--- config.mk ---
export PLATFORM = sky130hd
export DESIGN_NAME = pgm_gfx_fetch
export DESIGN_NICKNAME = d
export VERILOG_FILES = /design/src/rtl/pgm_gfx_fetch_pkg.sv /design/src/rtl/pgm_gfx_fetch_fifo.sv /design/src/rtl/pgm_gfx_fetch.sv
export SDC_FILE = /design/constraint.sdc
export NUM_CORES = 1
export LEC_CHECK = 0
export ABC_AREA = 1
export CAP_MARGIN = 15
export CORE_MARGIN = 5
export CORE_UTILIZATION = 40
export CTS_BUF_LIST = sky130_fd_sc_hd__clkbuf_8
export DETAILED_ROUTE_END_ITERATION = 10
export GPL_TIMING_DRIVEN = 0
export HOLD_SLACK_MARGIN = 0.05
export RECOVER_POWER = 50
export SLEW_MARGIN = 40
export SYNTH_ARGS = -nofsm -noshare
export SYNTH_HDL_FRONTEND = slang
export SYNTH_HIERARCHICAL = 1
export SYNTH_SLANG_ARGS = --single-unit
export TNS_END_PERCENT = 10
--- constraint.sdc ---
create_clock -name clk -period 4.95 [get_ports clk]
set_clock_uncertainty 0.05 [all_clocks]
set_input_delay 0.99 -clock clk [delete_from_list [all_inputs] [get_ports clk]]
set_output_delay 0.99 -clock clk [all_outputs]
set_load 0.005 [all_outputs]
--- src/rtl/pgm_gfx_fetch_pkg.sv ---
// Shared definitions for the graphics-ROM fetch path: DDRAM port widths,
// the fetch FSM encoding and the request-length clamp.
package pgm_pkg;

   localparam int DDRAM_AW = 29;
   localparam int DDRAM_DW = 64;

   typedef enum logic [1:0] {
      IDLE  = 2'd0,
      ISSUE = 2'd1,
      DATA  = 2'd2,
      DRAIN = 2'd3
   } fetch_st_t;

   // A zero length still fetches one beat; anything past the limit is cut to the limit.
   function automatic logic [7:0] clamp_len(input logic [3:0] len, input logic [7:0] max_len);
      logic [7:0] l;
      if (len == 4'd0) begin
         l = 8'd1;
      end else begin
         l = {4'b0000, len};
      end
      if (l > max_len) begin
         l = max_len;
      end else begin
         l = l;
      end
      return l;
   endfunction

endpackage

--- src/rtl/pgm_gfx_fetch_fifo.sv ---
// Generic synchronous FIFO with first-word-fall-through head, occupancy count
// and a single-cycle clear. Also used by the sprite engine.
module pgm_sync_fifo #(
   parameter int WIDTH = 65,
   parameter int DEPTH = 16
) (
   input  logic                      clk,
   input  logic                      reset,
   input  logic                      clear,
   input  logic                      push,
   input  logic [WIDTH-1:0]          push_data,
   input  logic                      pop,
   output logic                      head_valid,
   output logic [WIDTH-1:0]          head_data,
   output logic [$clog2(DEPTH):0]    count
);

   localparam int AW = $clog2(DEPTH);
   localparam logic [AW:0] FULL_C = (AW+1)'(DEPTH);
   localparam logic [AW:0] ONE_C  = (AW+1)'(1);

   logic [WIDTH-1:0] mem_r [DEPTH];
   logic [AW:0]      wr_ptr_r;
   logic [AW:0]      rd_ptr_r;
   logic             do_push_s;
   logic             do_pop_s;

   assign count      = wr_ptr_r - rd_ptr_r;
   assign do_push_s  = push && (count != FULL_C);
   assign do_pop_s   = pop && (count != {(AW+1){1'b0}});
   assign head_valid = (count != {(AW+1){1'b0}});
   // Data is gated so an empty FIFO always presents zeros, including straight after reset.
   assign head_data  = head_valid ? mem_r[rd_ptr_r[AW-1:0]] : {WIDTH{1'b0}};

   // Pointer update; clear wins over any push or pop in the same cycle.
   always_ff @(posedge clk) begin
      if (reset || clear) begin
         wr_ptr_r <= {(AW+1){1'b0}};
         rd_ptr_r <= {(AW+1){1'b0}};
      end else begin
         if (do_push_s) begin
            wr_ptr_r <= wr_ptr_r + ONE_C;
         end
         if (do_pop_s) begin
            rd_ptr_r <= rd_ptr_r + ONE_C;
         end
      end
   end

   // Storage array write.
   always_ff @(posedge clk) begin
      if (do_push_s && !clear) begin
         mem_r[wr_ptr_r[AW-1:0]] <= push_data;
      end
   end

endmodule

--- src/rtl/pgm_gfx_fetch.sv ---
// Graphics-ROM fetch engine: turns renderer tile-row requests into DDRAM burst
// reads and buffers returned beats in a credit-guarded FIFO.
module pgm_gfx_fetch
   import pgm_pkg::*;
#(
   parameter int FIFO_DEPTH = 16,
   parameter int MAX_BURST  = 8
) (
   input  logic                 clk,
   input  logic                 reset,
   input  logic                 flush,
   input  logic                 req_valid,
   output logic                 req_ready,
   input  logic [28:0]          req_addr,
   input  logic [3:0]           req_len,
   output logic                 ddram_rd,
   output logic [28:0]          ddram_addr,
   output logic [7:0]           ddram_burstcnt,
   input  logic                 ddram_busy,
   input  logic [63:0]          ddram_dout,
   input  logic                 ddram_dout_ready,
   output logic                 out_valid,
   input  logic                 out_ready,
   output logic [63:0]          out_data,
   output logic                 out_last
);

   localparam int CW = $clog2(FIFO_DEPTH) + 1;
   localparam logic [7:0]    MAX_LEN_C = 8'(MAX_BURST);
   localparam logic [CW-1:0] DEPTH_C   = CW'(FIFO_DEPTH);
   localparam logic [CW-1:0] ONE_C     = CW'(1);

   fetch_st_t     state_r, state_s;
   logic [7:0]    len_r, len_s;
   logic [7:0]    beats_left_r, beats_left_s;
   logic [7:0]    discard_r, discard_s;
   logic [CW-1:0] pending_r, pending_s;
   logic          flush_hold_r, flush_hold_s;
   logic          run_r;
   logic          rd_r, rd_s;
   logic [28:0]   addr_r, addr_s;
   logic [7:0]    bcnt_r, bcnt_s;

   logic [7:0]    len_eff_s;
   logic [CW-1:0] fifo_count_s;
   logic [CW-1:0] free_s;
   logic          beat_s, last_beat_s, push_s, pop_s, accept_s;
   logic          fifo_valid_s;
   logic [64:0]   fifo_head_s;

   assign len_eff_s   = clamp_len(req_len, MAX_LEN_C);
   assign free_s      = DEPTH_C - fifo_count_s - pending_r;
   assign beat_s      = ddram_dout_ready && (state_r == DATA);
   assign last_beat_s = beat_s && (beats_left_r == 8'd1);
   assign push_s      = beat_s && !flush;
   assign pop_s       = out_ready && fifo_valid_s && !flush;
   // A new request may also be taken in the cycle the current burst's last beat lands.
   assign req_ready   = run_r && !flush && (32'(free_s) >= 32'(len_eff_s))
                        && ((state_r == IDLE) || last_beat_s);
   assign accept_s    = req_valid && req_ready;

   pgm_sync_fifo #(
      .WIDTH (DDRAM_DW + 1),
      .DEPTH (FIFO_DEPTH)
   ) u_fifo (
      .clk        (clk),
      .reset      (reset),
      .clear      (flush),
      .push       (push_s),
      .push_data  ({last_beat_s, ddram_dout}),
      .pop        (pop_s),
      .head_valid (fifo_valid_s),
      .head_data  (fifo_head_s),
      .count      (fifo_count_s)
   );

   // Next-state and credit bookkeeping for the fetch FSM.
   always_comb begin
      state_s      = state_r;
      len_s        = len_r;
      beats_left_s = beats_left_r;
      discard_s    = discard_r;
      pending_s    = pending_r;
      flush_hold_s = flush_hold_r;
      rd_s         = rd_r;
      addr_s       = addr_r;
      bcnt_s       = bcnt_r;
      case (state_r)
         IDLE: begin
            if (accept_s) begin
               state_s      = ISSUE;
               len_s        = len_eff_s;
               beats_left_s = len_eff_s;
               pending_s    = pending_r + CW'(len_eff_s);
               rd_s         = 1'b1;
               addr_s       = req_addr;
               bcnt_s       = len_eff_s;
            end else begin
               state_s = IDLE;
            end
         end
         ISSUE: begin
            // The command cannot be withdrawn, so a flush here is remembered until it is taken.
            if (!ddram_busy) begin
               rd_s         = 1'b0;
               flush_hold_s = 1'b0;
               if (flush || flush_hold_r) begin
                  state_s   = DRAIN;
                  discard_s = len_r;
                  pending_s = CW'(len_r);
               end else begin
                  state_s = DATA;
               end
            end else begin
               flush_hold_s = flush_hold_r | flush;
            end
         end
         DATA: begin
            if (flush) begin
               discard_s = beats_left_r - (beat_s ? 8'd1 : 8'd0);
               pending_s = CW'(discard_s);
               state_s   = (discard_s == 8'd0) ? IDLE : DRAIN;
            end else if (beat_s) begin
               beats_left_s = beats_left_r - 8'd1;
               pending_s    = pending_r - ONE_C;
               if (beats_left_r == 8'd1) begin
                  if (accept_s) begin
                     state_s      = ISSUE;
                     len_s        = len_eff_s;
                     beats_left_s = len_eff_s;
                     pending_s    = pending_r - ONE_C + CW'(len_eff_s);
                     rd_s         = 1'b1;
                     addr_s       = req_addr;
                     bcnt_s       = len_eff_s;
                  end else begin
                     state_s = IDLE;
                  end
               end else begin
                  state_s = DATA;
               end
            end else begin
               state_s = DATA;
            end
         end
         DRAIN: begin
            if (ddram_dout_ready && (discard_r > 8'd1)) begin
               discard_s = discard_r - 8'd1;
               pending_s = CW'(discard_s);
            end else if (ddram_dout_ready || (discard_r == 8'd0)) begin
               discard_s = 8'd0;
               pending_s = {CW{1'b0}};
               state_s   = IDLE;
            end else begin
               state_s = DRAIN;
            end
         end
         default: begin
            state_s = IDLE;
         end
      endcase
   end

   // State and command registers.
   always_ff @(posedge clk) begin
      if (reset) begin
         state_r      <= IDLE;
         len_r        <= 8'd0;
         beats_left_r <= 8'd0;
         discard_r    <= 8'd0;
         pending_r    <= {CW{1'b0}};
         flush_hold_r <= 1'b0;
         run_r        <= 1'b0;
         rd_r         <= 1'b0;
         addr_r       <= {DDRAM_AW{1'b0}};
         bcnt_r       <= 8'd0;
      end else begin
         state_r      <= state_s;
         len_r        <= len_s;
         beats_left_r <= beats_left_s;
         discard_r    <= discard_s;
         pending_r    <= pending_s;
         flush_hold_r <= flush_hold_s;
         run_r        <= 1'b1;
         rd_r         <= rd_s;
         addr_r       <= addr_s;
         bcnt_r       <= bcnt_s;
      end
   end

   assign ddram_rd       = rd_r;
   assign ddram_addr     = addr_r;
   assign ddram_burstcnt = bcnt_r;
   assign out_valid      = fifo_valid_s;
   assign out_data       = fifo_head_s[63:0];
   assign out_last       = fifo_head_s[64];

endmodule

==> results.py <==
metrics = {
    "outcome": {
        "status": "complete, but fails checks",
        "violations": "negative setup slack",
    },
    "worst_hold_path": {
        "hold_class": "flop to flop",
        "worstHoldStart": "ddram_addr[21]",
        "whs_path_depth": 2,
    },
    "floorplanning": {
        "rows": 126,
        "core_sq_um": 118000,
        "ioPinCount": 209,
        "dieArea_sq_um": 126000,
        "die_w_um": 354,
        "fp.dieH_um": 354,
        "initial_core_util_pct": 40.2,
    },
    "timing": {
        "worst_pin_slew_ns": 1.45,
        "slew_violations": 0,
        "post-route-period-util_pct": 101,
        "setup_slack_ns": -0.0713,
        "worst_slew_margin_rel_pct": 2.78,
        "period_needed_ns": 5.02,
        "fmax_ghz": 0.199,
        "setup_violations": 1,
        "finalHoldViolCount": 0,
        "timing.hold.ws_ns": 0.409,
        "rsz0062_at_grt": "yes",
        "finalSetupTns_ns": -0.0713,
    },
    "drt": {
        "wl_um": 137000,
        "wl_per_cell_um": 22.0,
        "drc": 0,
        "dr.pass1.iters": 6,
        "wl_met1_um": 58100,
        "vias": 32890,
        "routed.top_layer": "met4",
        "dr_wl_met3_um": 10400,
        "dr_wl_met2_um": 64300,
        "drt_first_iter_violations": 3058,
        "via_per_inst": 5.28,
        "ant_nets": 0,
    },
    "setup_path": {
        "arrival_ns": 3.98,
        "crit_buf_inv": 5,
        "end_kind": "primary output",
        "cp.depth": 16,
        "required_ns": 3.91,
        "worst_path_max_delay_cell": "fa_1",
        "slowest_delay_ns": 0.53,
        "cp_max_fo": 2,
        "crit_chain": "inv_4, ha_4, fa_1, inv_1, ha_1, inv_1, ha_2, inv_2, fa_2, xnor2_1, ha_1, a21oi_2, a21boi_2, nand3_2, and2_4, buf_6",
        "crit_family": "adder cells",
        "critPathLaunch": "u_fifo/wr_ptr_r[0]",
        "worstSetupPathType": "flop to primary output",
        "cp-start-kind": "flop",
        "ff2ff_path_depth": 12,
        "r2r_start": "u_fifo/wr_ptr_r[0]",
    },
    "cells_and_area": {
        "finalNetCount": 4690,
        "area_delta_synth_final_pct": 18.7,
        "multi_input_area_sq_um": 11000,
        "n_fill_cell": 10551,
        "ff_latch_area_sq_um": 32700,
        "post-route-util_pct": 47.8,
        "layout-drive-gt1-share_pct": 11.3,
    },
    "cts": {
        "root_buffer": "clkbuf_8",
        "cts_buffer_depth": 3,
        "cts_tree": "yes",
        "hold_buffers": 0,
        "numCtsBuffers": 182,
        "clock_latency_ns": 0.84,
        "htree_num_levels": 4,
        "clk_pin_slew_ns": 0.06,
        "numClockSinks": 1113,
    },
    "logic_synthesis": {
        "synth_top_area_share_pct": 65.8,
        "synth-edff-count": 1040,
        "synth-seq-cells": 1113,
        "yosysUniqueCellTypes": 47,
        "synthTopCellsByArea": "edfxtp_1, inv_1, nand3_1, nand2_1, o211ai_1",
        "synthCells": 4078,
        "synthFlopType": "edfxtp_1",
        "yosysMostFrequentCell": "edfxtp_1",
        "yosys_warnings": 6,
        "synth_area_leader_cell": "edfxtp_1",
        "ys_seq_area_share_pct": 68.9,
        "syn-cell-area_sq_um": 47500,
        "syn_avg_cell_area_sq_um": 11.6,
        "synthArstFlopShare_pct": 0,
        "synth_common_cells": "edfxtp_1, inv_1, nand2_1",
    },
    "power_and_ir_drop": {
        "power.density_nw_per_um2": 347,
        "p_leak_nw": 21.0,
        "peakVddDrop_v": 0.000217,
    },
    "global_route": {
        "grt_overflow": 0,
        "grt_max_degree": 19,
        "gr-usage-all-layers_pct": 21.4,
        "grt_pass1_vias": 32351,
        "grt_pass1_wl_um": 203000,
        "antenna_found_initial": 8,
    },
    "place": {
        "gp_congestion": 0.847,
        "portBuffers": 204,
        "dp_hpwl_um": 91700,
    },
    "flow_run": {
        "drv_cap": 0,
    },
}
-- repair_timing --
item	CTS	global route
setup endpoints to repair	51	19
buffers inserted	3	1
pin swaps	10	6
gates resized for setup	22	10
-- worst register-to-register path, stage by stage (launching register included) --
cell	delay (ns)
dfxtp_2	0.35
inv_4	0.05
ha_4	0.15
fa_1	0.42
nand3b_1	0.22
nand3_1	0.10
nand2_1	0.08
nand3_1	0.13
nand3b_1	0.31
nor2_1	0.74
clkbuf_1	0.84
buf_16	0.26
buf_8	0.20
-- cells by family (layout without fill, tap and decap cells) --
group | count (synthesis) | in the layout | share of synthesized area, %
AO/OA/AOI/OAI | 890 | 890 | 10.9
adder cells (fa/ha/maj) | 40 | 40 | 1.12
XOR/XNOR | 20 | 20 | 0.369
flip-flops | 1113 | 1113 | 68.9
buffers and inverters | 876 | 1488 | 8.24
other | 1 | 10 | 0.00790
AND/OR/NAND/NOR | 1138 | 1138 | 10.5
-- power by group --
group          switching, mW  total, mW  internal [mW]  leakage, nW
Clock                   3.70       7.35           3.65         1.91
Combinational           1.09       1.75          0.667         9.13
Sequential            0.0586       10.4           10.4         9.94
Total                   4.85       19.5           14.7         21.0
-- placed cells by master, fill, tap and decap left out, types with 6 or more instances in the layout --
cell | synthesis | routed
o21ai_0 | 277 | 279
buf_6 | 57 | 60
nand2_1 | 526 | 526
o211ai_1 | 262 | 262
clkbuf_8 | 0 | 184
buf_4 | 19 | 23
clkbuf_1 | 62 | 56
buf_1 | 25 | 23
clkinv_2 | 0 | 13
inv_1 | 611 | 675
clkinvlp_4 | 0 | 6
clkdlybuf4s50_1 | 0 | 102
nor2_4 | 2 | 14
ha_1 | 36 | 33
buf_16 | 0 | 28
buf_8 | 1 | 43
nand3_1 | 431 | 432
clkinv_1 | 1 | 49
edfxtp_1 | 1040 | 1040
xor2_1 | 15 | 15
dlygate4sd3_1 | 0 | 101
buf_2 | 85 | 81
dfxtp_1 | 73 | 69
inv_2 | 13 | 15
clkbuf_2 | 0 | 12
nor2_1 | 146 | 133
a21oi_1 | 330 | 328
nor3_1 | 8 | 8
diode_2 | 0 | 6
-- through the flow --
step                area [sq um]  cells  total power [mW]  setup slack, ns
floorplan                  47500   4081              11.7           -0.402
global placement           51400   5821              12.3            -4.42
detailed placement         53000   5894              12.4           0.0111
CTS                        56400   6228              19.7           -0.311
global route               56300   6233              20.4           -0.260
finish                     56300   6235              19.5          -0.0713
-- sequential cells by signal, summed over array words and instances, names as in the netlist, 2 cells and up, named ones only --
| signal | flops |
|---|---|
| beats_left_r | 8 |
| pending_r | 5 |
| len_r | 4 |
| discard_r | 8 |
| ddram_addr | 29 |
| u_fifo/wr_ptr_r | 5 |
| u_fifo/mem_r | 1040 |
| state_r | 2 |
| u_fifo/rd_ptr_r | 5 |
-- worst paths after layout --
path / endpoint / slack, ns
max: req_ready / -0.07
min: ddram_addr[21] / 0.41
min reg2reg: ddram_addr[21] / 0.41
max reg2reg: u_fifo/mem_r[12][40] / 0.75
-- per-layer routing --
layer	global-route usage, %	up-vias
met4	7.55	0
met3	3.63	248
met1	29.4	16090
met5	0	-
met2	34.4	1311
li1	-	15241
-- cell type report --
class                   instances  area share, %
diodes                          6         0.0266
clock buffers                 184           4.49
flip-flops and latches       1113           58.0
multi-input cells            2092           19.5
repair buffers                281           6.20
plain buffers                 249           2.79
clock inverters               147           1.37
inverters                     627           4.19
well taps                    1536           3.41
Note: power is estimated with default switching activity, not from simulation.
